**src/rtl/ram_skew_feeder.sv**
```systemverilog
// Row-ROM consumer: fetches num_rows rows, splits each into byte lanes and skews lane k by k cycles.
// Optional FEEDER_CYCLE_CNT_EN adds a saturating busy-cycle counter output (cycle_cnt).
module ram_skew_feeder #(
    parameter int unsigned LANES      = 3,
    parameter int unsigned LANE_WIDTH = 8,
    parameter int unsigned ADDR_WIDTH = 4
) (
    input  logic                          clk,
    input  logic                          rst_n,
    input  logic                          start,
    input  logic [ADDR_WIDTH-1:0]         base_addr,
    input  logic [ADDR_WIDTH:0]           num_rows,
    output logic [ADDR_WIDTH-1:0]         ram_addr,
    input  logic [LANES*LANE_WIDTH-1:0]   ram_data,
    output logic [LANES*LANE_WIDTH-1:0]   lane_data,
    output logic [LANES-1:0]              lane_valid,
    output logic                          busy,
    output logic                          done
`ifdef FEEDER_CYCLE_CNT_EN
    ,
    output logic [15:0]                   cycle_cnt
`endif
);

    localparam int unsigned CntW   = ADDR_WIDTH + 1;
    localparam int unsigned DrainW = $clog2(LANES + 2);
    localparam logic [CntW-1:0]   MaxRows   = {1'b1, {ADDR_WIDTH{1'b0}}};
    localparam logic [CntW-1:0]   OneRow    = CntW'(1);
    localparam logic [DrainW-1:0] DrainLast = DrainW'(LANES);

    typedef enum logic [1:0] {StIdle, StFetch, StDrain, StDone} state_e;

    state_e                state_q;
    logic [CntW-1:0]       rows_left_q;
    logic [DrainW-1:0]     drain_q;
    logic [ADDR_WIDTH-1:0] addr_q;
    logic                  busy_q;
    logic                  done_q;
    logic                  rd_valid_q;

    always_ff @(posedge clk) begin
        if (!rst_n) begin
            state_q     <= StIdle;
            rows_left_q <= '0;
            drain_q     <= '0;
            addr_q      <= '0;
            busy_q      <= 1'b0;
            done_q      <= 1'b0;
            rd_valid_q  <= 1'b0;
        end else begin
            done_q     <= 1'b0;
            // ROM data for an address issued this cycle arrives next cycle
            rd_valid_q <= (state_q == StFetch);
            case (state_q)
                StIdle: begin
                    if (start) begin
                        if (num_rows == '0) begin
                            state_q <= StDone;
                            done_q  <= 1'b1;
                        end else begin
                            state_q     <= StFetch;
                            busy_q      <= 1'b1;
                            addr_q      <= base_addr;
                            rows_left_q <= (num_rows > MaxRows) ? MaxRows : num_rows;
                        end
                    end
                end
                StFetch: begin
                    if (rows_left_q == OneRow) begin
                        state_q <= StDrain;
                        drain_q <= '0;
                    end else begin
                        rows_left_q <= rows_left_q - 1'b1;
                        addr_q      <= addr_q + 1'b1;
                    end
                end
                StDrain: begin
                    if (drain_q == DrainLast) begin
                        state_q <= StDone;
                        busy_q  <= 1'b0;
                        done_q  <= 1'b1;
                    end else begin
                        drain_q <= drain_q + 1'b1;
                    end
                end
                StDone:  state_q <= StIdle;
                default: state_q <= StIdle;
            endcase
        end
    end

    assign ram_addr = addr_q;
    assign busy     = busy_q;
    assign done     = done_q;

    // Lane k: one capture stage plus k skew stages, packed as a shift register.
    for (genvar k = 0; k < LANES; k++) begin : g_lane
        localparam int unsigned Depth = k + 1;
        logic [Depth-1:0]            v_q;
        logic [Depth*LANE_WIDTH-1:0] d_q;

        always_ff @(posedge clk) begin
            if (!rst_n) begin
                v_q <= '0;
                d_q <= '0;
            end else begin
                v_q <= (v_q << 1) | Depth'(rd_valid_q);
                d_q <= (d_q << LANE_WIDTH)
                     | (Depth*LANE_WIDTH)'(ram_data[k*LANE_WIDTH +: LANE_WIDTH]);
            end
        end

        assign lane_valid[k] = v_q[k];
        assign lane_data[k*LANE_WIDTH +: LANE_WIDTH] =
            v_q[k] ? d_q[k*LANE_WIDTH +: LANE_WIDTH] : '0;
    end

`ifdef FEEDER_CYCLE_CNT_EN
    logic [15:0] cycle_cnt_q;

    always_ff @(posedge clk) begin
        if (!rst_n) begin
            cycle_cnt_q <= '0;
        end else if (state_q == StIdle && start) begin
            cycle_cnt_q <= '0;
        end else if (busy_q && cycle_cnt_q != 16'hFFFF) begin
            cycle_cnt_q <= cycle_cnt_q + 16'd1;
        end
    end

    assign cycle_cnt = cycle_cnt_q;
`endif

endmodule

```
**config.mk**
```make
export PLATFORM = sky130hd
export DESIGN_NAME = ram_skew_feeder
export DESIGN_NICKNAME = d
export VERILOG_FILES = /design/src/rtl/ram_skew_feeder.sv
export SDC_FILE = /design/constraint.sdc
export NUM_CORES = 1
export LEC_CHECK = 0
export BUFFER_PORTS_ARGS = -buffer_cell sky130_fd_sc_hd__buf_2
export CAP_MARGIN = 30
export CORE_MARGIN = 1
export CORE_UTILIZATION = 40
export DETAILED_ROUTE_END_ITERATION = 16
export HOLD_SLACK_MARGIN = 0.15
export MAX_ROUTING_LAYER = met4
export PLACE_DENSITY_LB_ADDON = 0.2
export SLEW_MARGIN = 40
export SYNTH_ARGS = -nofsm -noshare
export SYNTH_HDL_FRONTEND = slang
export SYNTH_SLANG_ARGS = --single-unit
```
**constraint.sdc**
```tcl
create_clock -name clk -period 5.6 [get_ports clk]
set_input_delay 0 -clock clk [delete_from_list [all_inputs] [get_ports clk]]
set_output_delay 0 -clock clk [all_outputs]
set_load 0.05 [all_outputs]
```
After elaboration in Yosys (flattened, before gate mapping) --
Index checks and enable logic that the tools add are counted.
Word-level totals: output and inout port bits 33, logic and storage cells 69, memory bits (read-only) 0, memory bits (writable) 0, memories 0, input bits 36, bits in latches 0, flip-flop bits (word level) 71
Cells by class: equality and inequality tests 11, divide/modulo/power cells 0, multipliers 0, magnitude comparators 1, shift operators 0, add/sub/neg operators 3, reductions and logical operators 9, multiplexer cells 28, bitwise gates (word level) 4
Operators by type and width (count):
- 2-to-1 mux 8 bit | 3
- OR 24 x 8 -> 24 bit | 1
- 2-to-1 mux 5 bit | 4
- OR 16 x 8 -> 16 bit | 1
- 2-to-1 mux 4 bit | 3
- inequality test 2 bit, second input constant | 5
- one-hot mux 5 bit (2 select lines) | 1
- 2-to-1 mux 2 bit | 4
- one-hot mux 2 bit (4 select lines) | 1
- one-hot mux 4 bit (2 select lines) | 1
- AND reduction 4 bit | 2
- 2-to-1 mux 1 bit | 6
- 2-to-1 mux 3 bit | 2
- one-hot mux 3 bit (2 select lines) | 1
- AND reduction 3 bit | 2
- nonzero test 2 bit | 3
- == test 5 x 1 -> 1 bit, second input constant | 1
- greater-than comparator 5 bit, second input constant | 1
- zero test 5 bit | 1
- subtractor 5 x 1 -> 5 bit, second input constant | 1
- adder 4 x 1 -> 4 bit, second input constant | 1
- == test 2 bit, second input constant | 2
- one-hot mux 1 bit (2 select lines) | 2
- adder 3 x 1 -> 3 bit, second input constant | 1
- 6 further kinds | 6

Logic depth before layout (Yosys ltp) --
word-level depth 5, depth in mapped cells 7, mapped depth without buffers 6

Worst setup path after synthesis --
OpenSTA, ideal clock, no wires.
kind reg-to-reg, start point reg state_q[0], end point reg addr_q[1], in the netlist ram_addr[1], setup slack 3.774 ns, data required time 5.528 ns, setup time 0.072 ns, clock period less this slack 1.826 ns, cell stages (with the launch flop) 7, path buffers 0, arrival time 1.755 ns, cells stage by stage dfxtp_1 -> inv_1 -> ha_1 -> or4b_4 -> or3_4 -> nand3_2 -> mux2i_1
On the way: longest elaborated chain between the ends 3, elaborated cells between the ends (all ways) 8, classes of those cells 4 x eq/ne; 1 x mux; 3 x reduce/logical
RTL lines:
- start, declared | line 33 | state_e state_q;
- start signal, assigned | line 43 | state_q <= StIdle;
- start signal, assigned | line 58 | state_q <= StDone;
- start signal, assigned | line 61 | state_q <= StFetch;
- == test 2 x 1 -> 1 bit / zero test 2 bit (equally long branches) | line 54 | case (state_q)
- inequality test 2 bit (no line) / nonzero test 2 bit (equally long branches)
- AND reduction 4 bit (no line)
- end signal, assigned | line 63 | addr_q <= base_addr;
- end signal, assigned | line 74 | addr_q <= addr_q + 1'b1;
- end, declared | line 36 | logic [ADDR_WIDTH-1:0] addr_q;
Several ways; a longest one is shown, not always the timed one. A chain may end at the register's enable or synchronous reset.

Worst setup path in the final report --
start point reg state_q[0], end point reg state_q[1]
On the way: longest elaborated chain between the ends 3, elaborated cells between the ends (all ways) 9, classes of those cells 6 x eq/ne; 1 x mux; 2 x reduce/logical
RTL lines (line):
- == test 2 bit (tied with other cells) | 54
- inequality test 2 bit (no line) / inequality test 2 x 1 -> 1 bit (equally long branches)
- AND reduction 3 bit (no line)
Several ways; a longest one is shown, not always the timed one.

==> summary.txt <==
outcome: completed
ant diodes: 0
final worst path period share: 0.4530
antenna violations before repair: 0
H-Tree Depth: 3
Residual DRC: 0
post-synth cell types: 37
maximum VDD drop: 0.0002940 V
Root Buffer: clkbuf_8
Syn Area/Cell: 10.09 um2
Critical Path, Cell by Cell: inv_1 > ha_1 > or4b_4 > or3_4 > dlygate4sd3_1 > a311oi_1
Slew Viols, Final: 0
starting density of the core: 0.4140
CP Class: flop to flop
buffer depth of the longest clock path: 2
Async S/R FF share, synth: 0
Cell Area, Synth: 2614 um2
vias per inst: 4.614
Die X: 82.84 um
setup repair bufs after CTS: 0
Clk pwr share: 0.314
gr usage total: 0.1655
port bufs: 68
Sink Count: 68
total power: 1.432 mW
Rel. slew slack: 0.6087
I/O pins: 69
clock skew: 7.079 ps
Pre-antenna DRT Iters: 4
CTS tree: built
sw frac: 0.3315
final hold violation count: 0
Yosys top cell area share: 0.5208
Seq/Total Area, Yosys: 0.5208
crit path DAT: 2790 ps
Net Switching: 474.5 uW
Worst path max stage delay: 590 ps
DIE HEIGHT: 82.84 um
Worst Tran Pin Value: 586.9 ps
Area Growth Syn to Fin: 36.81%
Gate power share: 0.284
Synth area leaders: dfxtp_1 52%, and2_1 18%, ha_1 3.8%, mux2i_1 1.9%, inv_1 1.7%
Setup TNS: 0 ps
routed length per instance: 11.81 um
leakage power: 1.627 nW
Hold WS: 147.7 ps
Fmax achieved: 394.2 MHz
CTS buffer count: 9
fin nets: 405
final setup fails: 0
share of cells above drive strength 1: 0.2568
area leader, netlist: dfxtp_1
P_int: 957.1 uW
CP max-delay cell: dlygate4sd3_1
Vias: 2,044
synthesized net count: 303
hold crit path type: primary input to flop
Overflow after GRT: 0
Worst Path Max Fanout: 7
WP buf/inv: 2
Worst setup EP type: flop
final core occ: 0.5664
HPWL Detailed: 3263 um
final WL: 5234 um
Gate Count Post-Synth: 259
crit path time final: 2537 ps
num rows: 29
most frequent cell after synthesis: and2_1
GPL Wtd Cong: 0.8350
YS warnings: 0
maxcap violations: 0
Filler Cells Inserted: 570
die area: 6862 um2
sequential power share: 0.402
flops & latches, synth: 68
Synth Flop Type: dfxtp_1
Worst-path clk slew: 80 ps
clk_lat worst skew: 340 ps
crit-path leading delay family: simple AND/OR/NAND/NOR gates
antenna-violating nets left: 0
Synth top cells by count: 77 x and2_1, 68 x dfxtp_1, 12 x inv_1, 12 x nand2_1, 11 x clkbuf_1
number of synthesized flops with an enable pin: 0
placed insts: 392
Power Density: 400.3 nW/um2
DR iter-0 viols: 55
Data required, critical path: 5850 ps
fin cells: 443
core area: 6314 um2
Startpoint Class: flop
RSZ-0062 raised after global routing: no
first-pass GRT wire length: 8769 um
vias in the first global route: 1,946
largest net degree at the start of global routing: 65
## power by group through the flow
| stage | Clock (mW) | Combinational (mW) | Sequential [mW] |
|---|---|---|---|
| 2_1_floorplan | 0 | 0.266 | 0.621 |
| 3_3_place_gp | 0 | 0.380 | 0.584 |
| 3_5_place_dp | 0 | 0.383 | 0.586 |
| 4_1_cts | 0.462 | 0.406 | 0.575 |
| 5_1_grt | 0.486 | 0.446 | 0.583 |
| 6_report | 0.449 | 0.407 | 0.575 |
## per-stage QoR
step / area (um2) / setup slack (ps)
2_1_floorplan: 2614 / 3774
3_3_place_gp: 3002 / 3647
3_5_place_dp: 3002 / 3574
4_1_cts: 3573 / 3064
5_1_grt: 3576 / 2903
6_report: 3576 / 3063
## cell type report
type	count	area [um2]	share of cell area
flip-flops and latches	68	1361	0.3807
multi-input cells	167	1159	0.3240
repair buffers	103	693.2	0.1938
clock buffers	9	123.9	0.03464
clock inverters	7	97.59	0.02729
well taps	77	96.34	0.02694
inverters	12	45.04	0.01260
## flip-flops by register name (all words and copies together) (netlist names)
| name | cells |
|---|---|
| busy | 1 |
| done | 1 |
| drain_q | 3 |
| g_lane.d_q | 48 |
| g_lane.v_q | 3 |
| ram_addr | 4 |
| rd_valid_q | 1 |
| rows_left_q | 5 |
| state_q | 2 |
## routing by layer
metal / up-vias / share of wire / routed length [um] / global-route usage
met5: - / 0 / 0 / -
met4: 0 / 0.020 / 104 / 0.08934
met3: 9 / 0.045 / 233 / 0.03777
met2: 60 / 0.46 / 2424 / 0.2623
met1: 911 / 0.47 / 2471 / 0.1953
li1: 1064 / - / - / -
## what timing repair did
item,in CTS,in global routing
hold endpoints to repair,33,0
gates resized for setup,0,0
hold buffers,35,0
## tightest hold or removal path, stage by stage
cell and delay, ps:
buf_4 250, nand2_1 110, mux2i_1 60
## final timing paths
| path | from | endpoint | slack [ps] | depth (start not counted) |
|---|---|---|---|---|
| hold reg to reg | g_lane[1].d_q[4]$_SDFF_PN0_ | g_lane[1].d_q[12]$_SDFF_PN0_ | 430 | 1 |
| hold / removal | rst_n | ram_addr[1]$_SDFFE_PN0P_ | 150 | 3 |
| setup reg to reg | state_q[0]$_SDFFE_PN0P_ | state_q[1]$_SDFFE_PN0P_ | 3060 | 6 |
| setup / recovery | state_q[0]$_SDFFE_PN0P_ | state_q[1]$_SDFFE_PN0P_ | 3060 | 6 |
## layout by cell type, fill, tap and decap left out, types with 3 or more instances in the layout
| cell type | synthesis | layout |
|---|---|---|
| and2_1 | 77 | 77 |
| dfxtp_1 | 68 | 68 |
| buf_2 | 0 | 67 |
| dlygate4sd3_1 | 0 | 35 |
| inv_1 | 12 | 12 |
| nand2_1 | 12 | 12 |
| nor2_1 | 10 | 10 |
| clkbuf_8 | 0 | 9 |
| a21oi_1 | 8 | 8 |
| ha_1 | 8 | 8 |
| mux2i_1 | 5 | 5 |
| nor2b_1 | 4 | 4 |
| nor3_1 | 4 | 4 |
| o32ai_1 | 4 | 4 |
| and3_1 | 3 | 3 |
| o21ai_0 | 3 | 3 |
## cells by family (layout without fill, tap and decap cells)
group | after synthesis | after routing | share of synthesized area
muxes | 7 | 7 | 0.02776
DFF | 68 | 68 | 0.5208
adders and majority gates | 8 | 8 | 0.03830
buffers and inverters | 24 | 131 | 0.03590
xor gates and xnor gates | 1 | 1 | 0.003351
AOI/OAI and AO/OA | 31 | 31 | 0.1010
and+or+nand+nor | 120 | 120 | 0.2729
Note: power is estimated with default switching activity, not from simulation.
